### config.mk
export PLATFORM = sky130hd
export DESIGN_NAME = uart_int_ctrl
export DESIGN_NICKNAME = d
export VERILOG_FILES = /design/src/rtl/uart_int_ctrl.sv
export SDC_FILE = /design/constraint.sdc
export NUM_CORES = 1
export LEC_CHECK = 0
export ABC_CLOCK_PERIOD_IN_PS = 6200
export BUFFER_PORTS_ARGS = -buffer_cell sky130_fd_sc_hd__buf_4
export CAP_MARGIN = 20
export CORE_UTILIZATION = 35
export CTS_CLUSTER_DIAMETER = 120
export CTS_CLUSTER_SIZE = 24
export DETAILED_ROUTE_END_ITERATION = 7
export PLACE_DENSITY = 0.73
export SLEW_MARGIN = 0
export SYNTH_ARGS = -nofsm -noshare
export SYNTH_HDL_FRONTEND = slang
export SYNTH_SLANG_ARGS = --single-unit
### constraint.sdc
create_clock -name clk -period 6.2 [get_ports clk]
set_input_delay 1.86 -clock clk [delete_from_list [all_inputs] [get_ports clk]]
set_output_delay 1.86 -clock clk [all_outputs]
set_load 0.03 [all_outputs]
### src/rtl/uart_int_ctrl.sv
// ---------------------------------------------------------------------------
// uart_int_ctrl
//
// Interrupt controller for a 16550-style UART. It holds the Interrupt Enable
// Register, tracks the pending interrupt sources, and presents the
// prioritised Interrupt Identification Register and the interrupt request.
//
// Optional feature macro: UART_INT_TIMEOUT_EN
//   Defined   -> an RX character-timeout counter is built. It raises the
//                timeout source (IIR id 1100) after TIMEOUT_TICKS idle baud
//                pulses while the RX FIFO holds data.
//   Undefined -> no counter. The timeout source is tied off and id 1100 is
//                never reported.
//
// Ports
//   clk                 : single clock; all logic on the rising edge
//   rst                 : synchronous, active-high reset
//   wr_i / rd_i         : host write / read strobes
//   addr_i[2:0]         : register address
//   din_i[7:0]          : host write data
//   dlab_i              : LCR divisor-latch access bit
//   fifo_en_i           : FCR FIFO enable
//   rx_fifo_count_i     : RX FIFO occupancy (0-16)
//   rx_fifo_threshold_i : RX trigger level
//   rx_push_i/rx_pop_i  : character written into / read from the RX FIFO
//   lsr_err_i           : OR of the LSR overrun/parity/framing/break bits
//   tx_fifo_empty_i     : TX FIFO empty
//   baud_pulse_i        : baud tick
//   ier_o               : Interrupt Enable Register
//   iir_o               : Interrupt Identification Register
//   irq_o               : interrupt request (active-high)
// ---------------------------------------------------------------------------
module uart_int_ctrl #(
   parameter int unsigned TIMEOUT_TICKS = 640
) (
   input  logic       clk,
   input  logic       rst,
   input  logic       wr_i,
   input  logic       rd_i,
   input  logic [2:0] addr_i,
   input  logic [7:0] din_i,
   input  logic       dlab_i,
   input  logic       fifo_en_i,
   input  logic [4:0] rx_fifo_count_i,
   input  logic [3:0] rx_fifo_threshold_i,
   input  logic       rx_push_i,
   input  logic       rx_pop_i,
   input  logic       lsr_err_i,
   input  logic       tx_fifo_empty_i,
   input  logic       baud_pulse_i,
   output logic [7:0] ier_o,
   output logic [7:0] iir_o,
   output logic       irq_o
);

   // Host access decode. Addresses 0 and 1 alias the divisor latch while
   // DLAB is set, so THR/IER accesses are qualified with ~dlab_i.
   logic ier_wr, thr_wr, lsr_rd, iir_rd;

   assign ier_wr = wr_i & (addr_i == 3'd1) & ~dlab_i;
   assign thr_wr = wr_i & (addr_i == 3'd0) & ~dlab_i;
   assign lsr_rd = rd_i & (addr_i == 3'd5);
   assign iir_rd = rd_i & (addr_i == 3'd2);

   logic [3:0] ier_q, ier_d;
   logic       ls_pend_q, ls_pend_d;
   logic       thre_pend_q, thre_pend_d;
   logic       tx_empty_prev_q;
   logic       rx_avail;
   logic       to_pend;
   logic [3:0] iir_id;

   // Received-data-available follows the FIFO occupancy directly.
   // In FIFO mode, a non-zero count is still required so that a threshold
   // of zero does not raise an interrupt on an empty FIFO.
   always_comb begin
      if (fifo_en_i) begin
         rx_avail = (rx_fifo_count_i >= {1'b0, rx_fifo_threshold_i}) &&
                    (rx_fifo_count_i != 5'd0);
      end else begin
         rx_avail = (rx_fifo_count_i != 5'd0);
      end
   end

`ifdef UART_INT_TIMEOUT_EN
   localparam int unsigned TO_W = $clog2(TIMEOUT_TICKS + 1);
   localparam logic [TO_W-1:0] TO_MAX = TO_W'(TIMEOUT_TICKS);

   logic [TO_W-1:0] to_cnt_q, to_cnt_d;

   // Any FIFO activity, or nothing to time out on, restarts the count.
   // Otherwise the counter saturates so that the timeout stays pending
   // until the next push or pop.
   always_comb begin
      to_cnt_d = to_cnt_q;
      if (rx_push_i || rx_pop_i || !fifo_en_i || (rx_fifo_count_i == 5'd0)) begin
         to_cnt_d = '0;
      end else if (baud_pulse_i && (to_cnt_q != TO_MAX)) begin
         to_cnt_d = to_cnt_q + 1'b1;
      end
   end

   always_ff @(posedge clk) begin
      if (rst) begin
         to_cnt_q <= '0;
      end else begin
         to_cnt_q <= to_cnt_d;
      end
   end

   assign to_pend = (to_cnt_q == TO_MAX);

   logic unused_din;
   assign unused_din = &{1'b0, din_i[7:4]};
`else
   assign to_pend = 1'b0;

   logic unused_in;
   assign unused_in = &{1'b0, din_i[7:4], rx_push_i, rx_pop_i, baud_pulse_i};
`endif

   // Interrupt identification: fixed priority over the enabled sources.
   always_comb begin
      iir_id = 4'b0001;
      if (ls_pend_q && ier_q[2]) begin
         iir_id = 4'b0110;
      end else if (rx_avail && ier_q[0]) begin
         iir_id = 4'b0100;
      end else if (to_pend && ier_q[0]) begin
         iir_id = 4'b1100;
      end else if (thre_pend_q && ier_q[1]) begin
         iir_id = 4'b0010;
      end
   end

   assign iir_o = {(fifo_en_i ? 2'b11 : 2'b00), 2'b00, iir_id};
   assign ier_o = {4'b0000, ier_q};
   assign irq_o = ~iir_o[0];

   // Next-state for the enable register and the pending flags.
   logic thre_set, thre_clr;

   always_comb begin
      ier_d = ier_q;
      if (ier_wr) begin
         ier_d = din_i[3:0];
      end

      // Line-status error: a new error in the same cycle as the LSR read
      // must not be lost, so set dominates clear.
      ls_pend_d = lsr_err_i | (ls_pend_q & ~lsr_rd);

      // THRE fires on the empty edge, or when software enables ETBEI while
      // the TX FIFO is already empty (otherwise no edge would ever come).
      // Reading IIR only acknowledges THRE when THRE is what it reported.
      thre_set = (tx_fifo_empty_i & ~tx_empty_prev_q) |
                 (ier_wr & din_i[1] & ~ier_q[1] & tx_fifo_empty_i);
      thre_clr = thr_wr | (iir_rd & (iir_id == 4'b0010));
      thre_pend_d = thre_set | (thre_pend_q & ~thre_clr);
   end

   always_ff @(posedge clk) begin
      if (rst) begin
         ier_q           <= 4'b0000;
         ls_pend_q       <= 1'b0;
         thre_pend_q     <= 1'b0;
         tx_empty_prev_q <= 1'b0;
      end else begin
         ier_q           <= ier_d;
         ls_pend_q       <= ls_pend_d;
         thre_pend_q     <= thre_pend_d;
         tx_empty_prev_q <= tx_fifo_empty_i;
      end
   end

endmodule

---- Word-level counts from Yosys, hierarchy flattened ----
Cells that the tools add are included.
storage, ports and cells
  register bits after elaboration ......... 7
  output and inout bits ................... 17
  word-level logic and storage cells ...... 43
  input bits .............................. 31
operators by class
  multiplexer cells ....................... 5
  eq/ne operators ......................... 4
  reduce and logical (&&, ||, !) cells .... 6
  order comparisons ....................... 1
  bitwise logic cells ..................... 23
operator list
  kind                                                  number
  AND 1 bit                                             13
  inverter 1 bit                                        6
  greater-or-equal comparator 5 x 4 -> 1 bit            1
  nonzero test 5 bit                                    1
  equality test 4 x 2 -> 1 bit (second input constant)  1
  logical AND 1 bit                                     4
  2-to-1 mux 2 bit                                      2
  2-to-1 mux 4 bit                                      1
  bitwise OR 1 bit                                      4
  equality test 3 x 1 -> 1 bit (second input constant)  1
  equality test 3 x 2 -> 1 bit (second input constant)  1
  equality test 3 bit (second input constant)           1
  logical NOT 3 bit                                     1
  2-to-1 mux 3 bit                                      1
  2-to-1 mux 1 bit                                      1

---- Longest topological paths before layout ----
  depth after elaboration ................. 12
  mapped depth ............................ 7
  gate-level depth less buffers ........... 7

---- Worst setup path before layout ----
No wires, ideal clock.
  kind .................................... in2out
  start ................................... in rx_fifo_count_i[0]
  end ..................................... out iir_o[1]
  arrival ................................. 3230 ps
  stages .................................. 7
  path slack .............................. 1110 ps
  required time ........................... 4340 ps
  path buffers ............................ 0
  cell sequence ........................... inv_1 > ha_1 > nand2b_1 > a211oi_1 > o211a_1 > nor2_1 > o21ai_1
between the ends
  longest elaborated chain between the ends .. 6
  elaborated cells between the ends (all ways) .. 7
  classes of those cells .................. order compare: 1; mux: 3; reduce/logical: 3
ends and longest elaborated chain
  item                                                                                     line        text
  start: declaration                                                                       44          input logic [4:0] rx_fifo_count_i,
  greater-or-equal comparator 5 x 4 -> 1 bit / nonzero test 5 bit (equally long branches)  78, 79, 81
  logical AND 1 bit                                                                        78          rx_avail = (rx_fifo_count_i >= {1'b0, rx_fifo_threshold_i}) &&
  2-to-1 mux 1 bit (*)                                                                     77          if (fifo_en_i) begin
  logical AND 1 bit (*)                                                                    127         end else if (rx_avail && ier_q[0]) begin
  2-to-1 mux 3 bit (*)                                                                     127
  2-to-1 mux 4 bit (*)                                                                     125         if (ls_pend_q && ier_q[2]) begin
  end: declaration                                                                         52          output logic [7:0] iir_o,
Mark *: on every way between the ends. The rest lies on a longest branch, timed or not.

---- Worst setup path in the final report ----
  start ................................... in rx_fifo_count_i[0]
  end ..................................... out iir_o[0]
The elaborated chain is that of the path after synthesis.

==> flow_metrics.tcl <==
set metrics [dict create \
    yosysTopAreaCell "dfxtp_1" \
    grtUsageTotal_pct 16.0 \
    combPwrFrac_pct 28.5 \
    yosys_warnings 0 \
    wl_per_cell_um 10.4 \
    clock_latency_ns 0.24 \
    reg2reg_depth 4 \
    outcome "finished, final reports clean" \
    worstPathRequired_ns 4.34 \
    use_met2_pct 31.3 \
    p_leak_nw 0.406 \
    viasPerCell 4.67 \
    swShare_pct 28.6 \
    final_nets 134 \
    core_area_um2 1370 \
    tns_ns 0 \
    cts-buffers-inserted 3 \
    antenna_found_initial 0 \
    fin_util_pct 57.7 \
    rsz0062_at_grt "no" \
    fillCellCount 137 \
    path_clk_slew_ns 0.05 \
    ys_ff_latch 7 \
    grt_pass1_vias 455 \
    postSynthAreaPerCell_um2 8.45 \
    reg2reg_from "ier_q[1]" \
    max_freq_mhz 194 \
    slew_viol_final 0 \
    grt_overflow_total 0 \
    end_kind "output port" \
    switching_power_mw 0.0351 \
    initial_utilization_pct 39.6 \
    slowest_delay_ns 0.31 \
    total_power_mw 0.123 \
    grt_util_met3_pct 1.60 \
    grt_pass1_wl_um 1760 \
    area.growth.synth_to_final_pct 45.8 \
    post_cts_resized 0 \
    worstHoldPathCells 2 \
    hpwl_um 1020 \
    cts_hold_buf 0 \
    ys_top_cells_by_area "dfxtp_1 26%, buf_4 13%, ha_1 9.3%" \
    critPathSlowestCell "a211oi_1" \
    drc_errors 0 \
    min_period_over_period_pct 83.3 \
    skew_ns 0.00184 \
    irDropWorstVdd_mv 0.105 \
    vias 528 \
    ys_types 26 \
    path_common_cell "buf_4" \
    hp-start "tx_empty_prev_q" \
    hold_path_end "thre_pend_q" \
    die_area_um2 1710 \
    hold_viol 0 \
    r2r-end "thre_pend_q" \
    r2r_slack_ns 4.89 \
    grt.met1_usage_pct 16.0 \
    min_period_ns 5.16 \
    setup_viol 0 \
    post_cts_buffers 0 \
    final_antenna_net_count 0 \
    clockPowerShare_pct 32.7 \
    drtIter0Drc 5 \
    p_seq_share_pct 38.8 \
    place.port_buffers 33 \
    crit_arrival_ns 3.30 \
    drt-pass1-iter-count 2 \
    path_delay_family "compound AO/OA/AOI/OAI gates" \
    dieWidth_um 41.3 \
    cts_tree "built" \
    cp_num_buf_inv 3 \
    yosysSeqAreaShare_pct 25.9 \
    antennaDiodeCount 0 \
    top_usage_layer "met2" \
    yosysTopAreaCellShare_pct 25.9 \
    pin_count 48 \
    critical_path_class "input port to output port" \
    wirelength_um 1180 \
    syn-cell-area_um2 541 \
    critPathMaxFanout 3 \
    pre_cts_slack_ns 1.00 \
    clockBufferDepth 2 \
    htree_levels 1 \
    row_count 13 \
    syn_inst 64 \
    p_int_mw 0.0878 \
    crit_chain "buf_4 > inv_1 > ha_1 > nand2b_1 > a211oi_1 > o2111ai_1 > nand2_2 > and2_1 > buf_4" \
    drive_gt1_share_pct 41.8 \
    cts_root_buf "clkbuf_4" \
    die_y_um 41.3 \
    cts_num_sinks 7 \
    setup_ws_ns 1.04 \
    cap_violations 0 \
    start_kind "input port" \
    gp_congestion 0.675 \
    grt_max_degree 8 \
    power_density_nw_per_um2 156 \
    timing.hold.ws_ns 0.467 \
    hp-class "flip-flop to flip-flop" \
]
-- metrics by stage --
step,cells,cell area [um2]
finish,113,788
global route,113,788
detailed placement,109,762
floorplan,70,563
global placement,109,762
CTS,113,788
-- cell usage after synthesis, drive strengths merged --
cell,instances
a211oi,1
a21oi,2
and2,1
buf,9
conb,1
dfxtp,7
ha,4
inv,5
mux2i,4
nand2,7
nand2b,2
nand3b,1
nand4b,1
nor2,7
nor2b,2
nor4b,1
o2111ai,1
o211a,1
o21ai,3
o2bb2ai,1
o41ai,1
or4,2
-- worst max path at each step --
stage	startpoint	to	slack (ns)	cells past startpoint
final	rx_fifo_count_i[0]	iir_o[0]	1.04	9
after floorplan	rx_fifo_count_i[0]	iir_o[1]	1.11	7
after global routing	rx_fifo_count_i[0]	iir_o[0]	0.89	9
after detailed placement	rx_fifo_count_i[0]	iir_o[0]	1.00	9
after global placement	rx_fifo_count_i[0]	iir_o[0]	1.06	9
after CTS	rx_fifo_count_i[0]	iir_o[0]	1.00	9
-- flip-flops by register name (all words and copies together), names as in the netlist --
name	cells
thre_pend_q	1
ier_q	4
ls_pend_q	1
tx_empty_prev_q	1
-- layer usage --
metal | vias up | share of wire [%]
met1 | 227 | 40
li1 | 275 | -
met3 | 2 | 6.0
met5 | - | 0
met4 | 0 | 0.51
met2 | 24 | 53
-- cells by family (layout without fill, tap and decap cells) --
kind of cell	Yosys count	in the layout	share of synthesized area [%]
mux	4	4	7.41
flops	7	7	25.9
simple gates	24	24	27.3
compound gates	10	10	13.4
other cells	1	7	0.694
buf+inv	14	42	16.0
fa+ha+maj	4	4	9.26
-- cells in the final DEF (no fill, tap or decap), types with 3 or more instances in the layout --
cell type   n
nor2_1      7
buf_4      33
inv_1       5
mux2i_1     4
clkbuf_4    3
dfxtp_1     7
nand2_1     5
ha_1        4
conb_1      7
-- area by class of cell --
| type | instances | area, um2 | area share (%) |
|---|---|---|---|
| clock buffers | 4 | 26.3 | 3.33 |
| repair buffers | 33 | 248 | 31.4 |
| flip-flops and latches | 7 | 140 | 17.8 |
| inverters | 5 | 18.8 | 2.38 |
| well taps | 15 | 18.8 | 2.38 |
| multi-input cells | 49 | 337 | 42.7 |
-- power by group through the flow --
stage	clock network (mW)	logic, mW	registers [mW]
CTS	0.0430	0.0355	0.0476
finish	0.0402	0.0351	0.0477
floorplan	0	0.0214	0.0491
global route	0.0446	0.0389	0.0477
detailed placement	0	0.0354	0.0486
global placement	0	0.0343	0.0485
-- worst register-to-register path: cells and delay by family (launching register included) --
family / cells / cell delay (ns)
flops: 1 / 0.37
simple gates: 2 / 0.59
compound gates: 2 / 0.24
Note: power is estimated with default switching activity, not from simulation.
